<file path="config.mk">
export PLATFORM = sky130hd
export DESIGN_NAME = lcd8080_master
export DESIGN_NICKNAME = d
export VERILOG_FILES = /design/src/rtl/lcd8080_pkg.sv /design/src/rtl/lcd8080_timer.sv /design/src/rtl/lcd8080_master.sv
export SDC_FILE = /design/constraint.sdc
export NUM_CORES = 1
export LEC_CHECK = 0
export CORE_UTILIZATION = 51
export CTS_CLUSTER_DIAMETER = 100
export CTS_CLUSTER_SIZE = 14
export DETAILED_ROUTE_END_ITERATION = 6
export GPL_TIMING_DRIVEN = 1
export PLACE_DENSITY_LB_ADDON = 0.2
export SYNTH_ARGS = -nofsm -noshare
export SYNTH_HDL_FRONTEND = slang
export SYNTH_SLANG_ARGS = --single-unit
</file>
<file path="constraint.sdc">
create_clock -name CLK -period 5 [get_ports CLK]
set_clock_uncertainty 0.2 [all_clocks]
set_input_delay 0.5 -clock CLK [delete_from_list [all_inputs] [get_ports CLK]]
set_output_delay 0.5 -clock CLK [all_outputs]
set_load 0.005 [all_outputs]
</file>
<file path="src/rtl/lcd8080_pkg.sv">
// Shared definitions for the i8080 write initiator and its receiving bridge.
package lcd8080_pkg;

   localparam int CNT_W = 4;

   // Default bus timing in clock cycles. The receiving bridge uses the same values.
   localparam int DEF_T_AS  = 1;
   localparam int DEF_T_WRL = 2;
   localparam int DEF_T_WRH = 2;
   localparam int DEF_T_CSH = 1;

   typedef logic [CNT_W-1:0] cnt_t;

   typedef enum logic [2:0] {
      ST_IDLE,
      ST_SETUP,
      ST_WRLOW,
      ST_WRHIGH,
      ST_CSHOLD
   } state_e;

   // A phase of N cycles is timed by loading N-1 and waiting for zero.
   function automatic cnt_t phase_load(input int cycles);
      return cnt_t'(cycles - 1);
   endfunction

endpackage

</file>
<file path="src/rtl/lcd8080_timer.sv">
// Loadable down-counter that times each bus phase; done flags the final cycle.
module lcd8080_timer
   import lcd8080_pkg::*;
(
   input  logic clk_i,
   input  logic rst_i,
   input  logic load_i,
   input  cnt_t load_val_i,
   output logic done_o
);

   cnt_t cnt_q, cnt_d;

   // Load wins; otherwise count down and stop at zero.
   always_comb begin
      cnt_d = cnt_q;
      if (load_i)
         cnt_d = load_val_i;
      else if (cnt_q != '0)
         cnt_d = cnt_q - 1'b1;
   end

   // Counter register.
   always_ff @(posedge clk_i) begin
      if (rst_i) cnt_q <= '0;
      else       cnt_q <= cnt_d;
   end

   assign done_o = (cnt_q == '0);

endmodule

</file>
<file path="src/rtl/lcd8080_master.sv">
// i8080 write initiator: turns a valid/ready word stream into CS/RS/WR/D
// write cycles with programmable setup, strobe, hold and CS-hold timing.
module lcd8080_master
   import lcd8080_pkg::*;
#(
   parameter int T_AS  = DEF_T_AS,
   parameter int T_WRL = DEF_T_WRL,
   parameter int T_WRH = DEF_T_WRH,
   parameter int T_CSH = DEF_T_CSH
) (
   input  logic        CLK,
   input  logic        RST,
   input  logic        IN_Valid,
   output logic        IN_Ready,
   input  logic        IN_RS,
   input  logic        IN_Wide,
   input  logic [15:0] IN_Data,
   output logic        J80_CS,
   output logic        J80_RS,
   output logic        J80_WR,
   output logic [7:0]  J80_D,
   output logic        Busy
);

   // Every phase lasts at least one cycle and fits the 4-bit counter.
   if (T_AS < 1 || T_AS > 15 || T_WRL < 1 || T_WRL > 15 ||
       T_WRH < 1 || T_WRH > 15 || T_CSH < 1 || T_CSH > 15) begin : g_bad_timing
      $error("lcd8080_master: timing parameters must be in 1..15");
   end

   localparam cnt_t LD_AS  = phase_load(T_AS);
   localparam cnt_t LD_WRL = phase_load(T_WRL);
   localparam cnt_t LD_WRH = phase_load(T_WRH);
   localparam cnt_t LD_CSH = phase_load(T_CSH);

   state_e     state_q, state_d;
   logic       cs_q, wr_q, rs_q;
   logic [7:0] d_q;
   logic [7:0] lo_q;      // low byte waiting for its own beat
   logic       pend_q;    // lo_q still has to be sent
   logic       ld;
   cnt_t       ld_val;
   logic       done;
   logic       rdy;
   logic       take_lo;
   logic       accept;

   lcd8080_timer u_timer (
      .clk_i      (CLK),
      .rst_i      (RST),
      .load_i     (ld),
      .load_val_i (ld_val),
      .done_o     (done)
   );

   // Next state, phase counter loads and ready; defaults first.
   always_comb begin
      state_d = state_q;
      ld      = 1'b0;
      ld_val  = '0;
      rdy     = 1'b0;
      take_lo = 1'b0;
      unique case (state_q)
         ST_IDLE: begin
            rdy = 1'b1;
            if (IN_Valid) begin
               state_d = ST_SETUP;
               ld      = 1'b1;
               ld_val  = LD_AS;
            end
         end
         ST_SETUP: if (done) begin
            state_d = ST_WRLOW;
            ld      = 1'b1;
            ld_val  = LD_WRL;
         end
         ST_WRLOW: if (done) begin
            state_d = ST_WRHIGH;
            ld      = 1'b1;
            ld_val  = LD_WRH;
         end
         ST_WRHIGH: if (done) begin
            ld = 1'b1;
            if (pend_q) begin
               // Second beat of a wide word: CS stays low, no new input taken.
               state_d = ST_SETUP;
               ld_val  = LD_AS;
               take_lo = 1'b1;
            end else begin
               rdy = 1'b1;
               if (IN_Valid) begin
                  state_d = ST_SETUP;
                  ld_val  = LD_AS;
               end else begin
                  state_d = ST_CSHOLD;
                  ld_val  = LD_CSH;
               end
            end
         end
         ST_CSHOLD: if (done) state_d = ST_IDLE;
         default: state_d = ST_IDLE;
      endcase
      if (RST) rdy = 1'b0;
   end

   assign accept = rdy && IN_Valid;

   // State, holding regs and registered bus outputs. CS/WR are decoded from
   // the next state so they change exactly at phase boundaries. D/RS load
   // only on entry to SETUP, so they are stable through WRLOW and WRHIGH.
   always_ff @(posedge CLK) begin
      if (RST) begin
         state_q <= ST_IDLE;
         cs_q    <= 1'b1;
         wr_q    <= 1'b1;
         rs_q    <= 1'b0;
         d_q     <= 8'h00;
         lo_q    <= 8'h00;
         pend_q  <= 1'b0;
      end else begin
         state_q <= state_d;
         cs_q    <= (state_d == ST_IDLE);
         wr_q    <= (state_d != ST_WRLOW);
         if (accept) begin
            rs_q   <= IN_RS;
            d_q    <= IN_Wide ? IN_Data[15:8] : IN_Data[7:0];
            lo_q   <= IN_Data[7:0];
            pend_q <= IN_Wide;
         end else if (take_lo) begin
            d_q    <= lo_q;
            pend_q <= 1'b0;
         end
      end
   end

   assign IN_Ready = rdy;
   assign J80_CS   = cs_q;
   assign J80_WR   = wr_q;
   assign J80_RS   = rs_q;
   assign J80_D    = d_q;
   assign Busy     = (state_q != ST_IDLE);

endmodule

</file>
==> flow_metrics.py <==
metrics = {
    "finish": {
        "layout_common_cells": "33 x clkdlybuf4s50_1, 27 x dfxtp_1, 22 x a21oi_1, 14 x o21ai_0, 13 x inv_1",
        "n_antenna_cell": 0,
        "nets": 206,
        "synthToLayoutAreaGrowth_pct": 26.2,
        "layout_commonest_cell": "clkdlybuf4s50_1",
        "drive_gt1_share_pct": 10.9,
    },
    "clock_network": {
        "clkSinkCount": 27,
        "cts_root_buf": "clkbuf_4",
        "clk_latency_ns": 0.33,
        "cts_tree": "done",
        "holdBufCountCts": 0,
        "cts_resized": 0,
        "clk_path_buf_depth": 2,
        "htree_levels": 1,
        "numCtsBuffers": 3,
        "cts.clk_slew.worst_paths_ns": 0.15,
        "cts_setup_buffers": 0,
    },
    "worst_setup_path": {
        "reg2reg_depth": 6,
        "crit_type": "in2out",
        "path_cells": "clkdlybuf4s50_1, nor4_1, a21oi_1, buf_4, inv_1, clkdlybuf4s50_1",
        "slowest_delay_ns": 0.72,
        "critPathCaptureType": "output port",
        "cp.arrival_ns": 2.87,
        "crit_slowest_cell": "clkdlybuf4s50_1",
        "crit_top_cell": "clkdlybuf4s50_1",
        "required_ns": 4.30,
        "crit_path_start_kind": "input pin",
        "crit_fanout": 20,
    },
    "timing": {
        "tightest_slew_ns": 1.09,
        "max-slew-margin-rel_pct": 26.5,
        "fin_setup_tns_ns": 0,
        "rsz0062_at_grt": "false",
        "finalHoldViolCount": 0,
        "slew_viol_final": 0,
        "finalSetupViolCount": 0,
        "period_minus_slack_ns": 3.57,
        "fmax_mhz": 280,
        "period_share_pct": 71.4,
    },
    "power_and_ir_drop": {
        "p_seq_share_pct": 41.0,
        "p_sw_w": 0.000269,
        "clkPwrFrac_pct": 13.7,
        "vdd_ir_drop_max_v": 0.000279,
        "power_w": 0.000723,
        "switching_share_pct": 37.2,
        "p_int_w": 0.000454,
        "power.share.combinational_pct": 45.2,
        "leakagePower_nw": 0.565,
        "p_per_area_mw_per_mm2": 430,
    },
    "synthesis": {
        "synth_nets": 179,
        "synth_cell_type_count": 35,
        "synth_area_mm2": 0.00133,
        "syn_avg_cell_area_um2": 8.50,
        "synthTopCellsByArea": "dfxtp_1 41%, a21oi_1 8.3%, mux2_2 6.8%",
        "yosys.area.top_type_share_pct": 40.5,
        "synthArstFlopShare_pct": 0,
        "synthCells": 157,
        "ys_seq_area_share_pct": 40.5,
        "yosysTopAreaCell": "dfxtp_1",
        "synth-warning-count": 0,
        "ys.flop_type": "dfxtp_1",
        "ys_ff_latch": 27,
        "synth_edf_count": 0,
    },
    "grt": {
        "grt_start_max_net_pins": 25,
        "grt_overflow_total": 0,
        "antenna_found_initial": 0,
        "grt_pass1_vias": 1135,
        "grtUsageTotal_pct": 24.5,
        "grt_pass1_wl_mm": 5.06,
    },
    "drt": {
        "initialDrtViolationCount": 26,
        "firstDrtPassIters": 4,
        "wl_mm": 3.12,
        "final_antenna_net_count": 0,
        "wl_per_cell_um": 14.7,
        "viasPerCell": 5.91,
        "post-route-drc-count": 0,
        "vias": 1258,
    },
    "min_path": {
        "hp-class": "reg2reg",
        "hold_depth": 2,
    },
    "floorplanning": {
        "fp-row-count": 18,
        "initial_core_util_pct": 53.8,
        "io_pins": 34,
        "dieHeight_um": 53.1,
        "die_area_mm2": 0.00282,
        "die_x_um": 53.1,
        "core_mm2": 0.00248,
    },
    "outcome": {
        "outcome": "completed",
    },
    "place": {
        "routabilityCongestion": 0.746,
        "dp_hpwl_mm": 2.17,
        "io_buffers": 33,
    },
    "flow_run": {
        "cap_viol_max_count": 0,
    },
}
area by class of cell:
cell class                      instances  area (µm²)
Clock buffer                            3        22.5
Clock inverter                          1        7.51
Fill cell                             209         795
Inverter                               13        48.8
Multi-Input combinational cell        105         688
Sequential cell                        27         541
Tap cell                               30        37.5
Timing Repair Buffer                   34         338
worst paths after layout:
| kind | from | to | slack, ns |
|---|---|---|---|
| max reg2reg | u_timer.cnt_q[0] | J80_D[3] | 2.28 |
| min | J80_D[5] | J80_D[5] | 0.27 |
| max | RST | IN_Ready | 1.43 |
| min reg2reg | J80_D[5] | J80_D[5] | 0.27 |
Yosys cell counts, drive strengths merged (2+ instances only):
cell and count:
mux2 8, a21oi 22, clkbuf 6, o21ai 14, o211ai 2, o32ai 8
or2 2, or3 2, nor2 5, dfxtp 27, buf 6, inv 13
nor4 2, nand3b 2, nor3b 2, nand3 9, nor3 12
critical path, delay by kind of cell:
kind	cells	cell delay [ns]
buf+inv	4	1.96
simple gates	1	0.29
compound gates	1	0.10
sequential cells by signal, summed over array words and instances (netlist names):
signal,flops
J80_D,8
state_q,3
J80_WR,1
J80_CS,1
J80_RS,1
u_timer.cnt_q,4
pend_q,1
lo_q,8
cells by family after synthesis:
kind of cell    count (synthesis)  synth area share [%]
flops                          27                  40.5
mux                             8                  6.75
buf+inv                        25                  7.88
fa+ha+maj                       1                 0.938
xor+xnor                        1                 0.657
compound gates                 50                  22.7
simple gates                   45                  20.5
power by group through the flow:
stage                     clock network, W  registers, W  logic, W
final                            0.0000994      0.000297  0.000327
after global routing              0.000109      0.000304  0.000360
after CTS                         0.000100      0.000296  0.000327
after detailed placement                 0      0.000301  0.000325
after global placement                   0      0.000298  0.000316
after floorplan                          0      0.000287  0.000232
routing by layer:
layer,global-route usage (%),vias up,share of wire (%)
li1,-,624,-
met1,30.5,599,45
met2,43.9,29,50
met3,2.87,6,3.2
met4,6.58,0,1.3
met5,0,-,0
through the flow:
stage	worst slack (ns)	utilization (%)	std cells	cell area (µm²)	hold WS, ns
after floorplan	2.72	-	157	1330	0.251
after global placement	1.52	66.7	209	1650	0.248
after detailed placement	1.48	66.7	209	1650	0.253
after CTS	1.46	67.9	213	1680	0.274
after global routing	1.22	67.9	213	1680	0.285
final	1.43	67.9	213	1680	0.268
Note: power is estimated with default switching activity, not from simulation.
